### src/rtl/tlu_emulator.sv
`default_nettype none
// +----------------------------------------------------------------------------+
// | Module   : tlu_emulator                                                    |
// | Purpose  : EUDET-style TLU stand-in: issues a trigger, waits for BUSY,     |
// |            shifts the trigger number out LSB-first on TLU_CLOCK rises.     |
// | Option   : define TLU_EMULATOR_TIMEOUT_EN to abort stalled handshakes.     |
// | Revision : 1.0 - initial release                                           |
// +----------------------------------------------------------------------------+
module tlu_emulator #(
  parameter int TRIGGER_BITS = 15,
  parameter int TIMEOUT      = 1023
) (
  input  logic                    clk,
  input  logic                    rst_b,
  input  logic                    trigger_req,
  input  logic                    number_set,
  input  logic [TRIGGER_BITS-1:0] number_in,
  input  logic                    tlu_busy,
  input  logic                    tlu_clock,
  output logic                    tlu_trigger,
  output logic [TRIGGER_BITS-1:0] trigger_number,
  output logic                    ready,
  output logic [7:0]              veto_cnt,
  output logic [7:0]              timeout_cnt
);

  localparam int                       c_cnt_w    = $clog2(TRIGGER_BITS + 1);
  localparam logic [c_cnt_w-1:0]       c_last_bit = c_cnt_w'(TRIGGER_BITS - 1);
  localparam logic [c_cnt_w-1:0]       c_cnt_one  = c_cnt_w'(1);
  localparam logic [TRIGGER_BITS-1:0]  c_num_one  = TRIGGER_BITS'(1);

  if (TRIGGER_BITS < 1 || TRIGGER_BITS > 31 || TIMEOUT < 1) begin : g_bad_params
    $error("tlu_emulator: parameter out of range");
  end

  typedef enum logic [1:0] {
    S_IDLE         = 2'd0,
    S_WAIT_BUSY    = 2'd1,
    S_SHIFT        = 2'd2,
    S_WAIT_RELEASE = 2'd3
  } state_t;

  state_t                    r_state, w_state_nxt;
  logic                      r_busy_meta, r_busy_sync;
  logic                      r_clk_meta, r_clk_sync, r_clk_dly, r_clk_rise;
  logic                      r_trigger, w_trigger_nxt;
  logic [TRIGGER_BITS-1:0]   r_number, w_number_nxt;
  logic [TRIGGER_BITS-1:0]   r_shift, w_shift_nxt;
  logic [c_cnt_w-1:0]        r_bit_cnt, w_bit_cnt_nxt;
  logic [7:0]                r_veto_cnt, w_veto_cnt_nxt;
  logic                      w_timeout;

  // The registered rise pulse gives a fixed 4-cycle TLU_CLOCK-to-data latency.
  always_ff @(posedge clk or negedge rst_b) begin
    if (!rst_b) begin
      r_busy_meta <= 1'b0;
      r_busy_sync <= 1'b0;
      r_clk_meta  <= 1'b0;
      r_clk_sync  <= 1'b0;
      r_clk_dly   <= 1'b0;
      r_clk_rise  <= 1'b0;
    end else begin
      r_busy_meta <= tlu_busy;
      r_busy_sync <= r_busy_meta;
      r_clk_meta  <= tlu_clock;
      r_clk_sync  <= r_clk_meta;
      r_clk_dly   <= r_clk_sync;
      r_clk_rise  <= r_clk_sync & ~r_clk_dly;
    end
  end

  always_ff @(posedge clk or negedge rst_b) begin
    if (!rst_b) begin
      r_state    <= S_IDLE;
      r_trigger  <= 1'b0;
      r_number   <= '0;
      r_shift    <= '0;
      r_bit_cnt  <= '0;
      r_veto_cnt <= '0;
    end else begin
      r_state    <= w_state_nxt;
      r_trigger  <= w_trigger_nxt;
      r_number   <= w_number_nxt;
      r_shift    <= w_shift_nxt;
      r_bit_cnt  <= w_bit_cnt_nxt;
      r_veto_cnt <= w_veto_cnt_nxt;
    end
  end

  always_comb begin
    w_state_nxt    = r_state;
    w_trigger_nxt  = r_trigger;
    w_number_nxt   = r_number;
    w_shift_nxt    = r_shift;
    w_bit_cnt_nxt  = r_bit_cnt;
    w_veto_cnt_nxt = r_veto_cnt;

    if (trigger_req && (r_state != S_IDLE) && (r_veto_cnt != 8'hFF)) begin
      w_veto_cnt_nxt = r_veto_cnt + 8'd1;
    end

    case (r_state)
      S_IDLE: begin
        // A request in the same cycle as a load wins; the load is dropped.
        if (trigger_req) begin
          w_state_nxt   = S_WAIT_BUSY;
          w_trigger_nxt = 1'b1;
          w_shift_nxt   = r_number;
          w_bit_cnt_nxt = '0;
        end else if (number_set) begin
          w_number_nxt  = number_in;
        end
      end
      S_WAIT_BUSY: begin
        if (r_busy_sync) begin
          w_state_nxt   = S_SHIFT;
          w_trigger_nxt = 1'b0;
        end
      end
      S_SHIFT: begin
        if (r_clk_rise) begin
          w_trigger_nxt = r_shift[0];
          w_shift_nxt   = r_shift >> 1;
          w_bit_cnt_nxt = r_bit_cnt + c_cnt_one;
          if (r_bit_cnt == c_last_bit) begin
            w_state_nxt = S_WAIT_RELEASE;
          end
        end
      end
      S_WAIT_RELEASE: begin
        w_trigger_nxt = 1'b0;
        if (!r_busy_sync) begin
          w_state_nxt  = S_IDLE;
          w_number_nxt = r_number + c_num_one;
        end
      end
      default: w_state_nxt = S_IDLE;
    endcase

    if (w_timeout) begin
      w_state_nxt   = S_IDLE;
      w_trigger_nxt = 1'b0;
      w_number_nxt  = r_number + c_num_one;
    end
  end

`ifdef TLU_EMULATOR_TIMEOUT_EN
  localparam int                   c_timer_w    = $clog2(TIMEOUT + 1);
  localparam logic [c_timer_w-1:0] c_timer_last = c_timer_w'(TIMEOUT - 1);
  localparam logic [c_timer_w-1:0] c_timer_one  = c_timer_w'(1);

  logic [c_timer_w-1:0] r_timer;
  logic [7:0]           r_timeout_cnt;
  logic                 w_waiting;

  assign w_waiting = (r_state == S_WAIT_BUSY) || (r_state == S_WAIT_RELEASE);
  assign w_timeout = w_waiting && (r_timer == c_timer_last);

  always_ff @(posedge clk or negedge rst_b) begin
    if (!rst_b) begin
      r_timer       <= '0;
      r_timeout_cnt <= '0;
    end else begin
      if (!w_waiting || (w_state_nxt != r_state)) begin
        r_timer <= '0;
      end else begin
        r_timer <= r_timer + c_timer_one;
      end
      if (w_timeout && (r_timeout_cnt != 8'hFF)) begin
        r_timeout_cnt <= r_timeout_cnt + 8'd1;
      end
    end
  end

  assign timeout_cnt = r_timeout_cnt;
`else
  assign w_timeout   = 1'b0;
  assign timeout_cnt = 8'd0;
`endif

  assign tlu_trigger    = r_trigger;
  assign trigger_number = r_number;
  assign ready          = (r_state == S_IDLE);
  assign veto_cnt       = r_veto_cnt;

endmodule
`default_nettype wire

### config.mk
export PLATFORM = sky130hd
export DESIGN_NAME = tlu_emulator
export DESIGN_NICKNAME = d
export VERILOG_FILES = /design/src/rtl/tlu_emulator.sv
export SDC_FILE = /design/constraint.sdc
export NUM_CORES = 1
export LEC_CHECK = 0
export ABC_AREA = 1
export BUFFER_PORTS_ARGS = -buffer_cell sky130_fd_sc_hd__buf_2
export CAP_MARGIN = 20
export CORE_AREA = 2 2 99 82
export DETAILED_ROUTE_END_ITERATION = 12
export DIE_AREA = 0 0 101 84
export PLACE_DENSITY_LB_ADDON = 0.15
export SLEW_MARGIN = 20
export SYNTH_ARGS = -nofsm -noshare
export SYNTH_HDL_FRONTEND = slang
export SYNTH_SLANG_ARGS = --single-unit
### constraint.sdc
create_clock -name clk -period 2.36 [get_ports clk]
set_clock_uncertainty 0.2 [all_clocks]
set_input_delay 0.236 -clock clk [delete_from_list [all_inputs] [get_ports clk]]
set_output_delay 0.236 -clock clk [all_outputs]
set_load 0.05 [all_outputs]
After elaboration in Yosys (flattened, before gate mapping)

Cells that the tools add are included.
W data, S select, Z words.

Register bits after elaboration: 51
Logic and storage cells: 59
Bits of input ports: 21

Bitwise operators: 2
Muxes and demuxes: 20
$add $sub $neg: 3
Reduce and logical (&&, ||, !) cells: 10
Equality and inequality tests: 12

Operator list:

| operator                | count |
|---|---|
| $mux W15                | 5 |
| $pmux W15 S2            | 2 |
| $add A15 B1 Y15 const B | 1 |
| $ne A2 B2 Y1 const B    | 7 |
| $mux W2                 | 5 |
| $add A8 B1 Y8 const B   | 1 |
| $mux W4                 | 2 |
| $ne A8 B8 Y1 const B    | 1 |
| $pmux W2 S4             | 1 |
| $pmux W4 S2             | 1 |
| $reduce_and A3 Y1       | 2 |
| $reduce_bool A2 Y1      | 3 |
| $reduce_and A5 Y1       | 1 |
| $add A4 B1 Y4 const B   | 1 |
| $eq A2 B2 Y1 const B    | 2 |
| $eq A4 B4 Y1 const B    | 1 |
| $pmux W1 S4             | 1 |
| $reduce_and A4 Y1       | 1 |
| $mux W1                 | 3 |
| $eq A2 B1 Y1 const B    | 1 |
| $logic_and A1 B1 Y1     | 2 |
| $logic_not A2 Y1        | 1 |
| $and A1 B1 Y1           | 1 |
| $not A1 Y1              | 1 |

Depth between registers and ports, before layout

Gate-level depths: netlist of run 1.

Depth after elaboration: 4
Gate-level depth with buffers: 10
Mapped depth without buffers: 10

Least setup slack after synthesis of run 1

OpenSTA, ideal clock, no wires.

Path kind: reg-to-reg
From: register r_state[0]
To: register r_shift[10]
Arrival: 1.767 ns
Data required time: 2.033 ns
Setup time: 0.127 ns
Stages on the path, launching flop included: 9
Buffers on the path: 1
Path slack: 0.266 ns
Clock period less this slack: 2.094 ns
Path through: dfrtp_1 -> inv_1 -> ha_1 -> nand2_2 -> o211ai_4 -> inv_6 -> buf_6 -> nor2_1 -> a31oi_1

Word-level cells in the longest chain between the ends: 3
Elaborated cells between the ends (all ways): 7

RTL lines:

| what                                                                | line | text |
|---|---|---|
| start, declared                                                     | 43   | `state_t r_state, w_state_nxt;` |
| start signal, assigned                                              | 81   | `r_state <= w_state_nxt;` |
| $logic_not A2 Y1 (*)                                                | n/a  |  |
| via ready                                                           | 22   | `output logic ready,` |
| $ne A2 B2 Y1 (no line) / $reduce_bool A2 Y1 (equally long branches) | n/a  |  |
| $reduce_and A3 Y1 (no line)                                         | n/a  |  |
| end signal, assigned                                                | 84   | `r_shift <= w_shift_nxt;` |
| end, declared                                                       | 48   | `logic [TRIGGER_BITS-1:0] r_shift, w_shift_nxt;` |

The timed path passes the listed nets; every way through them passes the cells marked *.
A chain may end at the register's enable or synchronous reset.

Final worst setup path of run 1

From: register r_state[0]
To: register r_number[4] (netlist: trigger_number[4])

Word-level cells in the longest chain between the ends: 3
Elaborated cells between the ends (all ways): 8

RTL lines:

| what                                                                | line | text |
|---|---|---|
| $eq A2 B2 Y1 / $logic_not A2 Y1 (equally long branches)             | 102  | `case (r_state)` |
| $ne A2 B2 Y1 (no line) / $reduce_bool A2 Y1 (equally long branches) | n/a  |  |
| $reduce_and A4 Y1 (no line)                                         | n/a  |  |
| end signal, assigned                                                | 83   | `r_number <= w_number_nxt;` |
| end, declared                                                       | 47   | `logic [TRIGGER_BITS-1:0] r_number, w_number_nxt;` |

Several ways; a longest one is shown, not always the timed one.

==> impl_summary.log, run 1 <==
[metrics] net total in the final layout: 454
[metrics] multi-input logic area: 1400 sq um
[metrics] Clock Tree Root: sky130_fd_sc_hd__clkbuf_8
[metrics] number of global-route vias before repair: 2,280
[metrics] via count: 2,467
[metrics] floorplan core area: 7620 sq um
[metrics] clock-pin transition on the worst setup and hold timing paths: 100 ps
[metrics] remaining global-route overflow: 0
[metrics] cell family contributing the most delay on the critical path: flip-flops
[metrics] Placement Cell Area: 3160 sq um
[metrics] worst-case register-to-register setup slack: 380 ps
[metrics] Die X-Extent: 101 um
[metrics] maximum capacitance violations: 0
[metrics] slew at the pin closest to its max-slew limit: 659 ps
[metrics] setup TNS after final layout: 0 ps
[metrics] Post-Synthesis Cells: 377
[metrics] post-synthesis average cell area: 7.70 sq um
[metrics] kind of end point of the critical path: flop
[metrics] FF+latch count, synth: 51
[metrics] Final Hold Violating Endpoints: 0
[metrics] data required time of the critical path: 2360 ps
[metrics] result of the run: finished, final reports clean
[metrics] initial cell density of the core: 0.381
[metrics] path type of the worst min-delay path: input pin to flop
[metrics] Area growth, synth to finish: 13.3%
[metrics] distinct cell type count of the synthesized netlist: 33
[metrics] arrival time of the worst setup path: 1980 ps
[metrics] synth warn: 0
[metrics] final critical-path required period: 1980 ps
[metrics] Top Ports: 54
[metrics] number of buffers created by CTS: 5
[metrics] later-pin clock latency in the skew report: 310 ps
[metrics] antenna cells: 0
[metrics] post-route standard cell area excluding fillers: 3290 sq um
[metrics] number of DRC violations after detailed routing: 0
[metrics] Static Leakage: 0.00164 uW
[metrics] fillcell total: 795
[metrics] crit share post-route: 0.841
[metrics] Most common cell on crit path: sky130_fd_sc_hd__inv_1
[metrics] length in cells of the worst reg-to-reg path: 9
[metrics] post-synthesis instance area: 2900 sq um
[metrics] footprint of the flip-flops and latches: 1280 sq um
[metrics] worst r2r src: r_state[0]
[metrics] clock buffer depth: 2
[metrics] unrepaired setup endpoints after global routing: false
[metrics] DPL Wire Length: 4670 um
[metrics] tightest slew margin relative to the limit: 0.561
[metrics] wire length of the first global-routing pass: 11,000 um
[metrics] sequence of cells on the critical path: inv_1, ha_1, inv_1, o21ai_1, inv_1, nand2_4, inv_2, o21ai_0, a21oi_2
[metrics] GP Congestion: 0.815
[metrics] Worst Hold Endpoint: trigger_number[10]
[metrics] Crit-path slowest cell: sky130_fd_sc_hd__dfrtp_1
[metrics] number of design-rule violations left by the first detailed-router iteration: 87
[metrics] DP Cell Count: 507
[metrics] number of pins with negative max-slew slack in the final report: 0
[metrics] Port-buffer cells: 45
[metrics] Crit Reg-Reg Endpoint: trigger_number[4]
[metrics] quantity of gates resized following cts: 0
[metrics] maximum vdd ir drop: 0.565 mV
[metrics] Critical Path Source Type: flop
[metrics] start-to-end type of the worst setup path: flop to flop
[metrics] startpoint of the worst hold path: number_in[10]
[metrics] highest clock frequency the design can meet: 0.504 GHz
[metrics] register area share after synthesis: 0.440
[metrics] depth of the CTS H-tree: 2
[metrics] global-route total usage across every layer: 0.163
[metrics] pin count of the biggest net entering global routing: 29
[metrics] post-route ant nets: 0
[metrics] buffering stage count on the worst path with inverters included: 4
[metrics] number of cell rows: 29
[metrics] cell depth of the worst hold path: 5
[metrics] Non-Filler Instances: 518
[metrics] antenna violations before repair: 0
[metrics] fin util: 0.431
[metrics] largest stage delay on the critical path: 420 ps
[metrics] routed via count divided by cell count: 4.76
[metrics] TritonCTS sink count: 51
[metrics] power per standard cell area: 1530 nW/um^2
[metrics] routed len/inst: 12.4 um
[metrics] die outline area: 8480 sq um
[metrics] first-pass detailed-route iteration total: 4
[metrics] TritonCTS clock tree: yes
[metrics] Die Height: 84 um
[metrics] largest fanout of any net on the critical path: 24
[metrics] Post-Route WL: 6420 um
[metrics] number of setup violations in the final report: 0
[metrics] fraction of layout cells with a size suffix above 1: 0.165
==> cell usage in the layout (no fill, tap or decap), types with 3 or more instances in the layout <==
cell / n
sky130_fd_sc_hd__nand2_1: 114
sky130_fd_sc_hd__nor2_1: 65
sky130_fd_sc_hd__dfrtp_1: 51
sky130_fd_sc_hd__buf_2: 45
sky130_fd_sc_hd__inv_1: 24
sky130_fd_sc_hd__nand3_1: 23
sky130_fd_sc_hd__o21ai_0: 15
sky130_fd_sc_hd__a31oi_1: 14
sky130_fd_sc_hd__ha_1: 9
sky130_fd_sc_hd__conb_1: 8
sky130_fd_sc_hd__nand4_1: 6
sky130_fd_sc_hd__clkbuf_8: 6
sky130_fd_sc_hd__xnor2_1: 5
sky130_fd_sc_hd__inv_2: 4
sky130_fd_sc_hd__a21oi_1: 4
sky130_fd_sc_hd__xor2_1: 3
sky130_fd_sc_hd__dlygate4sd3_1: 3
==> per-layer routing <==
metal | up-vias | track usage | wire, um | share of wire
met1 | 1126 | 0.248 | 3430 | 0.53
li1 | 1292 | - | - | -
met5 | - | 0 | 0 | 0
met3 | 2 | 0.0260 | 263 | 0.041
met4 | 0 | 0.0442 | 31 | 0.0048
met2 | 47 | 0.238 | 2700 | 0.42
==> sequential cells by signal, summed over array words and instances, names as in the netlist <==
| register | count |
|---|---|
| r_busy_meta | 1 |
| r_state | 2 |
| r_clk_sync | 1 |
| r_shift | 15 |
| r_clk_meta | 1 |
| r_clk_rise | 1 |
| r_clk_dly | 1 |
| r_bit_cnt | 4 |
| tlu_trigger | 1 |
| r_busy_sync | 1 |
| trigger_number | 15 |
| veto_cnt | 8 |
==> repair_timing <==
item                                   in CTS  in global routing
endpoints found under the hold margin      27                  0
hold buffers                                3                  0
buffers inserted                            0                  0
==> layout make-up <==
cell class	instances	share of cell area
multi-input combinational	286	0.424
sequential	51	0.388
timing repair buffer	51	0.0883
tap	93	0.0354
inverter	29	0.0346
clock buffer	7	0.0263
clock inverter	1	0.00266
==> worst reg2reg max path: cells and delay by family (launching register included) <==
family          cells  cell delay [ps]
compound gates      3              320
fa+ha+maj           1              320
buf+inv             4              410
flops               1              420
simple gates        1              220
==> worst max path at each step <==
stage	start	end	slack, ps	cells past startpoint
finish	r_state[0]	trigger_number[4]	380	9
global route	r_state[1]	trigger_number[3]	190	9
detailed placement	r_state[0]	trigger_number[4]	380	9
floorplan	r_state[0]	r_shift[10]	270	8
CTS	r_state[0]	trigger_number[4]	360	9
global placement	r_state[0]	trigger_number[3]	450	9
==> cell families after synthesis <==
| logic type | after synthesis | share of synthesized area |
|---|---|---|
| adder cells (fa/ha/maj) | 9 | 0.0388 |
| XOR/XNOR | 8 | 0.0241 |
| AND/OR/NAND/NOR | 215 | 0.303 |
| AO/OA/AOI/OAI | 46 | 0.104 |
| buffers and inverters | 47 | 0.0884 |
| other | 1 | 0.00129 |
| flip-flops | 51 | 0.440 |
==> stage by stage <==
step	setup WS, ps	hold WS, ps	total power [uW]
2_1_floorplan	266	-260	3960
5_1_grt	187	64.0	5490
3_5_place_dp	379	111	4530
6_report	376	47.8	5020
4_1_cts	357	45.0	5090
3_3_place_gp	446	103	4490
==> power breakdown <==
group	switching [uW]	total, uW	leakage [uW]	internal [uW]
logic	2010	2820	0.000981	814
registers	423	1660	0.000609	1240
clock network	299	540	0.0000484	241
==> cells in the mapped netlist <==
cell type                  instances  area [sq um]
sky130_fd_sc_hd__buf_1             1          3.75
sky130_fd_sc_hd__buf_4             9          67.6
sky130_fd_sc_hd__o211ai_4          1          21.3
sky130_fd_sc_hd__xor2_1            3          26.3
sky130_fd_sc_hd__nand2_2           1          6.26
sky130_fd_sc_hd__o31ai_2           1          12.5
sky130_fd_sc_hd__o21ai_1           2          10.0
sky130_fd_sc_hd__xnor2_1           5          43.8
sky130_fd_sc_hd__o211ai_1          1          7.51
sky130_fd_sc_hd__nand3b_1          2          15.0
sky130_fd_sc_hd__nor2_1           65           244
sky130_fd_sc_hd__o21a_1            2          15.0
sky130_fd_sc_hd__nor2_2            1          6.26
sky130_fd_sc_hd__nand4_1           6          37.5
sky130_fd_sc_hd__o211ai_2          1          12.5
sky130_fd_sc_hd__nand2_4           2          22.5
sky130_fd_sc_hd__nor3_1            1          5.00
sky130_fd_sc_hd__nand3_1          23           115
sky130_fd_sc_hd__inv_2             4          15.0
sky130_fd_sc_hd__buf_2             3          15.0
sky130_fd_sc_hd__a31o_2            1          8.76
sky130_fd_sc_hd__buf_6             5          56.3
sky130_fd_sc_hd__dfrtp_1          51          1280
sky130_fd_sc_hd__inv_1            24          90.1
sky130_fd_sc_hd__ha_1              9           113
sky130_fd_sc_hd__inv_6             1          8.76
sky130_fd_sc_hd__nand2_1         114           428
sky130_fd_sc_hd__conb_1            1          3.75
sky130_fd_sc_hd__a31oi_1          14          87.6
sky130_fd_sc_hd__o31ai_1           2          15.0
sky130_fd_sc_hd__a21oi_2           2          17.5
sky130_fd_sc_hd__a21oi_1           4          20.0
sky130_fd_sc_hd__o21ai_0          15          75.1
Note: power is estimated with default switching activity, not from simulation.
==> run 2, diff against run 1 <==
Clock period 2.36 ns to 1.9 ns, I/O delays scaled along.
==> run 2 against run 1 <==
Worst setup slack lost 210 ps; cell area rose by 2.6%; clock-buffer cell count fell by 1; cell count is 1.5% higher; critical path type unchanged; total power up 28%; sequential power grew 25%; global-route usage grew 0.78 points; utilization up 1.1 points; critical endpoint is now r_bit_cnt[0].
==> impl_summary.log, run 2 (synthesized netlist as in run 1, its figures left out) <==
[metrics] post-route ant nets: 0 (unchanged)
[metrics] fillcell total: 789 (was 795)
[metrics] start-to-end type of the worst setup path: flop to flop (unchanged)
[metrics] initial cell density of the core: 0.381 (unchanged)
[metrics] net total in the final layout: 462 (was 454)
[metrics] crit share post-route: 0.912 (was 0.841)
[metrics] maximum capacitance violations: 0 (unchanged)
[metrics] floorplan core area: 7620 sq um (unchanged)
[metrics] post-route standard cell area excluding fillers: 3370 sq um (was 3290 sq um)
[metrics] antenna violations before repair: 0 (unchanged)
[metrics] Worst Hold Endpoint: trigger_number[1] (was trigger_number[10])
[metrics] via count: 2,497 (was 2,467)
[metrics] fin util: 0.442 (was 0.431)
[metrics] routed len/inst: 12.7 um (was 12.4 um)
[metrics] setup slack after layout: 167 ps (was 376 ps)
[metrics] DPL Wire Length: 4810 um (was 4670 um)
[metrics] footprint of the flip-flops and latches: 1280 sq um (about the same)
[metrics] wire length of the first global-routing pass: 11,500 um (was 11,000 um)
[metrics] fraction of layout cells with a size suffix above 1: 0.185 (was 0.165)
[metrics] highest clock frequency the design can meet: 0.577 GHz (was 0.504 GHz)
[metrics] pin count of the biggest net entering global routing: 52 (was 29)
[metrics] GP Congestion: 0.771 (was 0.815)
[metrics] largest fanout of any net on the critical path: 8 (was 24)
[metrics] leading cell types in the layout, fill and taps excluded: sky130_fd_sc_hd__nand2_1, sky130_fd_sc_hd__nor2_1, sky130_fd_sc_hd__dfrtp_1 (unchanged)
[metrics] global-route total usage across every layer: 0.170 (was 0.163)
[metrics] Clock Tree Root: sky130_fd_sc_hd__clkbuf_8 (unchanged)
[metrics] TritonCTS clock tree: yes (unchanged)
[metrics] TritonCTS sink count: 51 (unchanged)
[metrics] Placement Cell Area: 3220 sq um (was 3160 sq um)
[metrics] Final Hold Violating Endpoints: 0 (unchanged)
[metrics] arrival time of the worst setup path: 1770 ps (was 1980 ps)
[metrics] Critical Path Source Type: flop (unchanged)
[metrics] number of pins with negative max-slew slack in the final report: 0 (unchanged)
[metrics] routed via count divided by cell count: 4.75 (was 4.76)
[metrics] first-pass detailed-route iteration total: 4 (unchanged)
[metrics] number of global-route vias before repair: 2,286 (was 2,280)
[metrics] total power draw: 6420 uW (was 5020 uW)
[metrics] antenna cells: 0 (unchanged)
[metrics] remaining global-route overflow: 0 (unchanged)
[metrics] result of the run: finished, final reports clean (unchanged)
[metrics] kind of end point of the critical path: flop (unchanged)
[metrics] worst r2r src: r_state[0] (unchanged)
[metrics] startpoint of the worst hold path: number_in[1] (was number_in[10])
[metrics] maximum vdd ir drop: 0.910 mV (was 0.565 mV)
[metrics] Crit Reg-Reg Endpoint: r_bit_cnt[0] (was trigger_number[4])
[metrics] depth of the CTS H-tree: 2 (unchanged)
[metrics] power per standard cell area: 1900 nW/um^2 (was 1530 nW/um^2)
[metrics] cell depth of the worst hold path: 3 (was 5)
[metrics] post-place setup slack: 75.8 ps (was 379 ps)
[metrics] number of design-rule violations left by the first detailed-router iteration: 111 (was 87)
[metrics] Port-buffer cells: 45 (unchanged)
[metrics] number of DRC violations after detailed routing: 0 (unchanged)
[metrics] number of cell rows: 29 (unchanged)
[metrics] number of setup violations in the final report: 0 (unchanged)
[metrics] data required time of the critical path: 1940 ps (was 2360 ps)
[metrics] die outline area: 8480 sq um (unchanged)
[metrics] clock-pin transition on the worst setup and hold timing paths: 90 ps (was 100 ps)
[metrics] Die Height: 84 um (unchanged)
[metrics] Top Ports: 54 (unchanged)
[metrics] final critical-path required period: 1730 ps (was 1980 ps)
[metrics] clock buffer depth: 2 (unchanged)
[metrics] length in cells of the worst reg-to-reg path: 7 (was 9)
[metrics] later-pin clock latency in the skew report: 310 ps (about the same)
[metrics] Area growth, synth to finish: 16.2% (was 13.3%)
[metrics] multi-input logic area: 1410 sq um (was 1400 sq um)
[metrics] worst-case register-to-register setup slack: 170 ps (was 380 ps)
[metrics] Post-Route WL: 6680 um (was 6420 um)
[metrics] path type of the worst min-delay path: input pin to flop (unchanged)
[metrics] number of buffers created by CTS: 5 (unchanged)
[metrics] commonest non-fill, non-tap cell in the layout: sky130_fd_sc_hd__nand2_1 (unchanged)
[metrics] Static Leakage: 0.00167 uW (was 0.00164 uW)
[metrics] unrepaired setup endpoints after global routing: false (unchanged)
[metrics] Die X-Extent: 101 um (unchanged)
[metrics] number of buffers inserted by post-CTS setup repair: 0 (unchanged)
[metrics] setup TNS after final layout: 0 ps (unchanged)
==> run 2: worst max path at each step <==
stage	from	endpoint	slack, ps	cells after the start
2_1_floorplan	veto_cnt[0]	veto_cnt[3]	20	8
3_3_place_gp	r_state[0]	trigger_number[10]	130	10
3_5_place_dp	r_state[1]	trigger_number[9]	80	10
4_1_cts	r_state[0]	trigger_number[9]	40	10
5_1_grt	r_state[0]	trigger_number[9]	20	10
6_report	r_state[0]	r_bit_cnt[0]	170	7
==> run 2: power breakdown <==
group / total (uW) / switching, uW / leakage, uW / internal [uW]
logic: 3720 / 2570 / 0.00102 / 1160
clock network: 629 / 370 / 0.0000412 / 258
registers: 2070 / 526 / 0.000607 / 1540
==> run 2: routing by layer <==
metal / vias to the layer above / wire, um / track usage
li1: 1306 / - / -
met1: 1136 / 3720 / 0.272
met5: - / 0 / 0
met4: 0 / 71 / 0.0467
met3: 8 / 239 / 0.0302
met2: 47 / 2640 / 0.233
==> run 2: critical path, stage by stage (launching register included) <==
cell	delay, ps
sky130_fd_sc_hd__dfrtp_1	410
sky130_fd_sc_hd__inv_2	80
sky130_fd_sc_hd__ha_1	230
sky130_fd_sc_hd__buf_4	150
sky130_fd_sc_hd__o211ai_4	230
sky130_fd_sc_hd__buf_4	200
sky130_fd_sc_hd__nor2_1	50
sky130_fd_sc_hd__a21oi_1	110
==> run 2: area by class of cell <==
type	instances	share of cell area
clock buffers	6	0.0215
clock inverters	2	0.00371
inverters	29	0.0345
multi-input cells	286	0.418
flip-flops and latches	51	0.379
well taps	93	0.0345
repair buffers	59	0.109
==> run 2: per-stage QoR <==
stage,instances,hold WS (ps)
finish,526,6.09
detailed placement,513,8.09
global placement,513,9.56
floorplan,384,-306
global route,526,15.7
CTS,526,0.0407
==> run 2: timing repair <==
item / CTS / global route
hold buffers: 5 / 0
hold endpoints to repair: 55 / 0
endpoints found under the setup margin: 0 / 16
resized for setup: 0 / 6
